[config.mk]
export PLATFORM = sky130hd
export DESIGN_NAME = instr_fetch_queue_flat
export DESIGN_NICKNAME = d
export VERILOG_FILES = /design/src/rtl/instr_fetch_queue_if.sv /design/src/rtl/instr_fetch_queue.sv /design/src/flat_wrapper.sv
export SDC_FILE = /design/constraint.sdc
export NUM_CORES = 1
export LEC_CHECK = 0
export ABC_AREA = 1
export CELL_PAD_IN_SITES_DETAIL_PLACEMENT = 0
export CELL_PAD_IN_SITES_GLOBAL_PLACEMENT = 1
export CORE_MARGIN = 2
export CORE_UTILIZATION = 45
export DETAILED_ROUTE_END_ITERATION = 10
export HOLD_SLACK_MARGIN = 0.15
export PLACE_DENSITY = 0.95
export SYNTH_ARGS = -nofsm -noshare
export SYNTH_HDL_FRONTEND = slang
export SYNTH_SLANG_ARGS = --single-unit
[constraint.sdc]
create_clock -name clk -period 4.8 [get_ports clk]
set_input_delay 0.96 -clock clk [delete_from_list [all_inputs] [get_ports clk]]
set_output_delay 0.96 -clock clk [all_outputs]
set_load 0.05 [all_outputs]
[src/rtl/instr_fetch_queue_if.sv]
// Fetch-side and decode-side signals of the instruction fetch queue.
// The queue uses the slave modport. The fetch unit, memory and decode stage use the master modport.
interface instr_fetch_queue_if #(
   parameter int INSTR_W = 16
);
   logic [9:0]         pc_in;
   logic               pc_valid;
   logic               flush;
   logic [9:0]         imem_addr;
   logic               imem_rd;
   logic [INSTR_W-1:0] imem_rdata;
   logic               deq_ready;
   logic               out_valid;
   logic [INSTR_W-1:0] out_instr;
   logic [9:0]         out_pc;
   logic               stall;
   logic [2:0]         count;
   logic               full;
   logic               empty;

   modport slave (
      input  pc_in, pc_valid, flush, imem_rdata, deq_ready,
      output imem_addr, imem_rd, out_valid, out_instr, out_pc, stall, count, full, empty
   );

   modport master (
      output pc_in, pc_valid, flush, imem_rdata, deq_ready,
      input  imem_addr, imem_rd, out_valid, out_instr, out_pc, stall, count, full, empty
   );
endinterface

[src/rtl/instr_fetch_queue.sv]
// Four-entry instruction prefetch queue with one memory read in flight.
// Credit-based stall counts the in-flight read, so the queue never overflows.
module instr_fetch_queue #(
   parameter int INSTR_W = 16,
   parameter int DEPTH   = 4
) (
   input logic                  clk,
   input logic                  reset,
   instr_fetch_queue_if.slave   bus
);
   localparam int PTR_W = $clog2(DEPTH);

   logic [PTR_W-1:0]   wr_ptr_reg;
   logic [PTR_W-1:0]   rd_ptr_reg;
   logic [2:0]         count_reg;
   logic               inflight_reg;
   logic [9:0]         pend_pc_reg;
   logic [9:0]         mem_pc_reg    [DEPTH];
   logic [INSTR_W-1:0] mem_instr_reg [DEPTH];

   logic stall_next;
   logic do_rd;
   logic do_wr;
   logic do_deq;

   // The stall does not consider a dequeue in the same cycle, so the credit check stays conservative.
   assign stall_next = ({1'b0, count_reg} + {3'b000, inflight_reg}) >= 4'd4;
   assign do_rd      = bus.pc_valid & ~stall_next & ~bus.flush;
   assign do_wr      = inflight_reg & ~bus.flush;
   assign do_deq     = bus.deq_ready & (count_reg != 3'd0) & ~bus.flush;

   assign bus.imem_addr = bus.pc_in;
   assign bus.imem_rd   = do_rd;
   assign bus.stall     = stall_next;
   assign bus.count     = count_reg;
   assign bus.full      = (count_reg == 3'd4);
   assign bus.empty     = (count_reg == 3'd0);
   assign bus.out_valid = (count_reg != 3'd0);
   assign bus.out_pc    = mem_pc_reg[rd_ptr_reg];
   assign bus.out_instr = mem_instr_reg[rd_ptr_reg];

   always_ff @(posedge clk or negedge reset) begin
      if (!reset) begin
         wr_ptr_reg   <= '0;
         rd_ptr_reg   <= '0;
         count_reg    <= 3'd0;
         inflight_reg <= 1'b0;
         pend_pc_reg  <= 10'd0;
      end else if (bus.flush) begin
         // A redirect drops queued entries and the read data returning on this edge.
         wr_ptr_reg   <= '0;
         rd_ptr_reg   <= '0;
         count_reg    <= 3'd0;
         inflight_reg <= 1'b0;
      end else begin
         inflight_reg <= do_rd;
         if (do_rd) begin
            pend_pc_reg <= bus.pc_in;
         end
         if (do_wr) begin
            wr_ptr_reg <= wr_ptr_reg + 1'b1;
         end
         if (do_deq) begin
            rd_ptr_reg <= rd_ptr_reg + 1'b1;
         end
         case ({do_wr, do_deq})
            2'b10:   count_reg <= count_reg + 3'd1;
            2'b01:   count_reg <= count_reg - 3'd1;
            default: count_reg <= count_reg;
         endcase
      end
   end

   generate
      for (genvar gi = 0; gi < DEPTH; gi++) begin : g_entry
         always_ff @(posedge clk or negedge reset) begin
            if (!reset) begin
               mem_pc_reg[gi]    <= 10'd0;
               mem_instr_reg[gi] <= '0;
            end else if (do_wr && (wr_ptr_reg == PTR_W'(gi))) begin
               mem_pc_reg[gi]    <= pend_pc_reg;
               mem_instr_reg[gi] <= bus.imem_rdata;
            end
         end
      end
   endgenerate
endmodule

[src/flat_wrapper.sv]
// flat-port wrapper written by rule: the top's interface ports become plain ports
module instr_fetch_queue_flat 
#(
   parameter int INSTR_W = 16,
   parameter int DEPTH   = 4
)
  (clk, reset, bus_pc_in, bus_pc_valid, bus_flush, bus_imem_rdata, bus_deq_ready, bus_imem_addr, bus_imem_rd, bus_out_valid, bus_out_instr, bus_out_pc, bus_stall, bus_count, bus_full, bus_empty);
  instr_fetch_queue_if #(.INSTR_W(INSTR_W)) bus_i ();
  input logic clk;
  input logic reset;
  input wire logic [$bits(bus_i.pc_in)-1:0] bus_pc_in;
  input wire logic [$bits(bus_i.pc_valid)-1:0] bus_pc_valid;
  input wire logic [$bits(bus_i.flush)-1:0] bus_flush;
  input wire logic [$bits(bus_i.imem_rdata)-1:0] bus_imem_rdata;
  input wire logic [$bits(bus_i.deq_ready)-1:0] bus_deq_ready;
  output wire logic [$bits(bus_i.imem_addr)-1:0] bus_imem_addr;
  output wire logic [$bits(bus_i.imem_rd)-1:0] bus_imem_rd;
  output wire logic [$bits(bus_i.out_valid)-1:0] bus_out_valid;
  output wire logic [$bits(bus_i.out_instr)-1:0] bus_out_instr;
  output wire logic [$bits(bus_i.out_pc)-1:0] bus_out_pc;
  output wire logic [$bits(bus_i.stall)-1:0] bus_stall;
  output wire logic [$bits(bus_i.count)-1:0] bus_count;
  output wire logic [$bits(bus_i.full)-1:0] bus_full;
  output wire logic [$bits(bus_i.empty)-1:0] bus_empty;
  assign bus_i.pc_in = bus_pc_in;
  assign bus_i.pc_valid = bus_pc_valid;
  assign bus_i.flush = bus_flush;
  assign bus_i.imem_rdata = bus_imem_rdata;
  assign bus_i.deq_ready = bus_deq_ready;
  assign bus_imem_addr = bus_i.imem_addr;
  assign bus_imem_rd = bus_i.imem_rd;
  assign bus_out_valid = bus_i.out_valid;
  assign bus_out_instr = bus_i.out_instr;
  assign bus_out_pc = bus_i.out_pc;
  assign bus_stall = bus_i.stall;
  assign bus_count = bus_i.count;
  assign bus_full = bus_i.full;
  assign bus_empty = bus_i.empty;
  instr_fetch_queue #(.INSTR_W(INSTR_W), .DEPTH(DEPTH)) u_core (.clk(clk), .reset(reset), .bus(bus_i));
endmodule
==> results.txt <==
Global-route wire length before repair: 20890 um
Average size of a mapped cell: 8.889 um2
CTS tree: yes
Final period utilization: 78.69%
Fraction of layout cells with a size suffix above 1: 8.000%
Run status: completed
Number of nets at the end of the flow: 698
Grt ovf: 0
Synthesized-area fraction occupied by xor and xnor cells: 0.1610%
Largest area contributor in the synthesized netlist: sky130_fd_sc_hd__dfrtp_1
Complex-gate fraction of the synthesized area: 19.50%
Smallest setup slack after layout: 1.023 ns
Kind of cell adding the most delay to the critical path: buffers and inverters
Synth-to-layout area growth: 22.56%
Minimum setup slack after placement: 1.120 ns
Hold buffer count at CTS: 0
Flops & latches, synth: 122
CTS sink count: 122
Total die area: 12980 um2
Number of rows created at floorplan: 40
Count of cells resized by post-cts repair: 0
Deepest level of the CTS H-tree: 4
Total via count after detailed routing: 4391
Peak ir drop on the vdd network: 0.0001900 V
Hold-critical path depth: 2
Arrival time of data at the critical path endpoint: 2.82 ns
Final setup fails: 0
First-pass DRT Iterations: 5
Fraction of the yosys area taken by sequential cells: 56.12%
Count of different cell masters after synthesis: 25
Number of buffers and inverters on the critical path: 2
Final sum of negative setup slack: 0 ns
Longest individual stage delay on the worst path: 0.84 ns
Crit path cell chain: inv_2, o21ai_0, o22ai_1, clkdlybuf4s50_1
Inserted Clock Buffers: 17
Leak: 3.153 nW
Synth warn: 0
Input/output buffers: 74
I/O pins: 75
Number of max-slew violations in the final report: 0
Area share of fa/ha/maj cells after synthesis: 1.288%
Slew HR: 37.15%
Setup repair after global routing missed its margin: false
Area fraction of the dominant cell type after synthesis: 56.12%
HPWL Detailed: 7171 um
Clock transition at path regs: 0.05 ns
Flip-flop count of the largest register, all copies and words added: 64
WHS: 0.4800 ns
Register area: 3054 um2
Detailed-route vias per instance: 5.342
Root buffer cell: sky130_fd_sc_hd__clkbuf_16
Fillers: 1043
Gp weighted congestion: 0.7612
Count of endpoints failing hold in the final timing report: 0
Simple-gate area share of the yosys netlist: 15.00%
Residual antenna-violating net count after detailed routing: 0
Clock Latency Late Sink: 0.41 ns
HP Class: flop to flop
Largest family of logic cells by synthesized area: compound AO/OA/AOI/OAI gates
Starting density of the core: 45.67%
Maximum fanout along the worst path: 54
Maximum clock frequency: 264.7 MHz
Area occupied by multi-input gates: 1956 um2
Req. time, crit path: 3.84 ns
Final routed wirelength across all metal layers: 12410 um
Number of global-route vias before repair: 4403
DRC violation total after the first TritonRoute iteration: 352
Die Span X: 114.0 um
Startpoint type of the worst setup path: flop
Critical path start-end classification: flop to primary output
Die span in y: 114.0 um
Most common cell after layout, fill and taps aside: sky130_fd_sc_hd__nand2_1
Total GRT Usage: 20.41%
Number of antenna repair diodes: 0
Synth area leaders: sky130_fd_sc_hd__dfrtp_1 56%, sky130_fd_sc_hd__o21ai_1 10%, sky130_fd_sc_hd__nand2_1 8.8%
Slowest stage cell on the critical path: sky130_fd_sc_hd__clkdlybuf4s50_1
Portion of netlist area occupied by mux cells: 0%
Synthesized Nets: 648
Tightest Pin Transition: 0.9413 ns
Worst-case clock buffer depth: 2
Largest net degree at the start of global routing: 55
MaxCap Viol Count: 0
Leading cell types in the layout, fill and taps excluded: 128 x sky130_fd_sc_hd__nand2_1, 121 x sky130_fd_sc_hd__dfrtp_1, 110 x sky130_fd_sc_hd__o21ai_1, 73 x sky130_fd_sc_hd__clkdlybuf4s50_1, 55 x sky130_fd_sc_hd__nor2_1
DRC: 0
Std-Cell Core Area: 11910 um2
Routed wirelength normalized by instance count: 15.09 um
Buffer count from post-CTS setup fixing: 0
Total power draw: 0.003330 W
Number of standard cells after synthesis: 612
Initial antenna violation count: 0
Cell area power density: 499.4 nW/um2
Total number of cells along the worst setup path: 4
Worst R2R Path Depth: 11
Post-synth design cell area: 5440 um2
Final clock skew: 0.006002 ns
Post-layout min period: 3.777 ns
CP endpoint kind: primary output
## synth_stat cells
master / count
sky130_fd_sc_hd__ha_1: 4
sky130_fd_sc_hd__o21ai_2: 10
sky130_fd_sc_hd__buf_6: 1
sky130_fd_sc_hd__nand3_2: 1
sky130_fd_sc_hd__a21oi_1: 2
sky130_fd_sc_hd__nand2_1: 128
sky130_fd_sc_hd__fa_1: 1
sky130_fd_sc_hd__dfrtp_1: 122
sky130_fd_sc_hd__o21ai_1: 110
sky130_fd_sc_hd__o22ai_1: 26
sky130_fd_sc_hd__buf_4: 19
sky130_fd_sc_hd__inv_1: 37
sky130_fd_sc_hd__clkbuf_1: 7
sky130_fd_sc_hd__nor2_8: 1
sky130_fd_sc_hd__nor3_1: 3
sky130_fd_sc_hd__nand2_4: 4
sky130_fd_sc_hd__buf_2: 21
sky130_fd_sc_hd__inv_2: 2
sky130_fd_sc_hd__nand4_1: 1
sky130_fd_sc_hd__o21ai_0: 50
sky130_fd_sc_hd__nand3_1: 4
sky130_fd_sc_hd__nor2_1: 55
sky130_fd_sc_hd__nor2_2: 1
sky130_fd_sc_hd__nand2_2: 1
sky130_fd_sc_hd__xnor2_1: 1
## worst paths after layout
kind | start | endpoint | slack, ns
min in group asynchronous | reset | u_core.pend_pc_reg[2] | 0.50
max in group asynchronous | reset | u_core.mem_pc_reg[8] | 3.29
setup reg to reg | u_core.bus.count[0] | u_core.bus.count[2] | 2.91
setup / recovery | u_core.rd_ptr_reg[0] | bus_out_pc[0] | 1.02
hold reg to reg | u_core.mem_instr_reg[40] | u_core.mem_instr_reg[40] | 0.48
hold / removal | u_core.mem_instr_reg[40] | u_core.mem_instr_reg[40] | 0.48
## worst min-delay path, stage by stage, from the launching register on
cell                      delay, ns
sky130_fd_sc_hd__dfrtp_1       0.34
sky130_fd_sc_hd__nand2_1       0.05
sky130_fd_sc_hd__o21ai_1       0.06
## power breakdown
group | switching [W] | internal, W
Sequential | 0.0000892 | 0.00120
Clock | 0.000431 | 0.000749
Combinational | 0.000572 | 0.000294
Total | 0.00109 | 0.00224
## per-layer routing
metal	GRT usage [%]	routed length, um	vias up
li1	-	-	2124
met1	26.10	5406	2125
met2	34.17	6166	129
met3	5.473	671	13
met4	6.179	163	0
met5	0	0	-
## area by class of cell
| type | instances | share of cell area, % |
|---|---|---|
| sequential | 122 | 45.81 |
| clock inverter | 7 | 0.9946 |
| timing repair buffer | 79 | 11.63 |
| tap | 147 | 2.758 |
| inverter | 39 | 2.196 |
| clock buffer | 25 | 7.281 |
| multi-input combinational | 403 | 29.33 |
## kinds of logic (layout without fill, tap and decap cells)
kind of cell             Yosys count  after routing
AND/OR/NAND/NOR                  199            199
buffers and inverters             87            150
AO/OA/AOI/OAI                    198            198
adder cells (fa/ha/maj)            5              5
XOR/XNOR                           1              1
flip-flops                       122            122
## metrics by stage
| stage | instances | util, % | area [um2] |
|---|---|---|---|
| final | 822 | 55.98 | 6668 |
| after global routing | 822 | 55.98 | 6668 |
| after CTS | 822 | 55.98 | 6668 |
| after detailed placement | 790 | 51.34 | 6116 |
| after global placement | 790 | 51.34 | 6116 |
| after floorplan | 612 | - | 5440 |
Note: power is estimated with default switching activity, not from simulation.
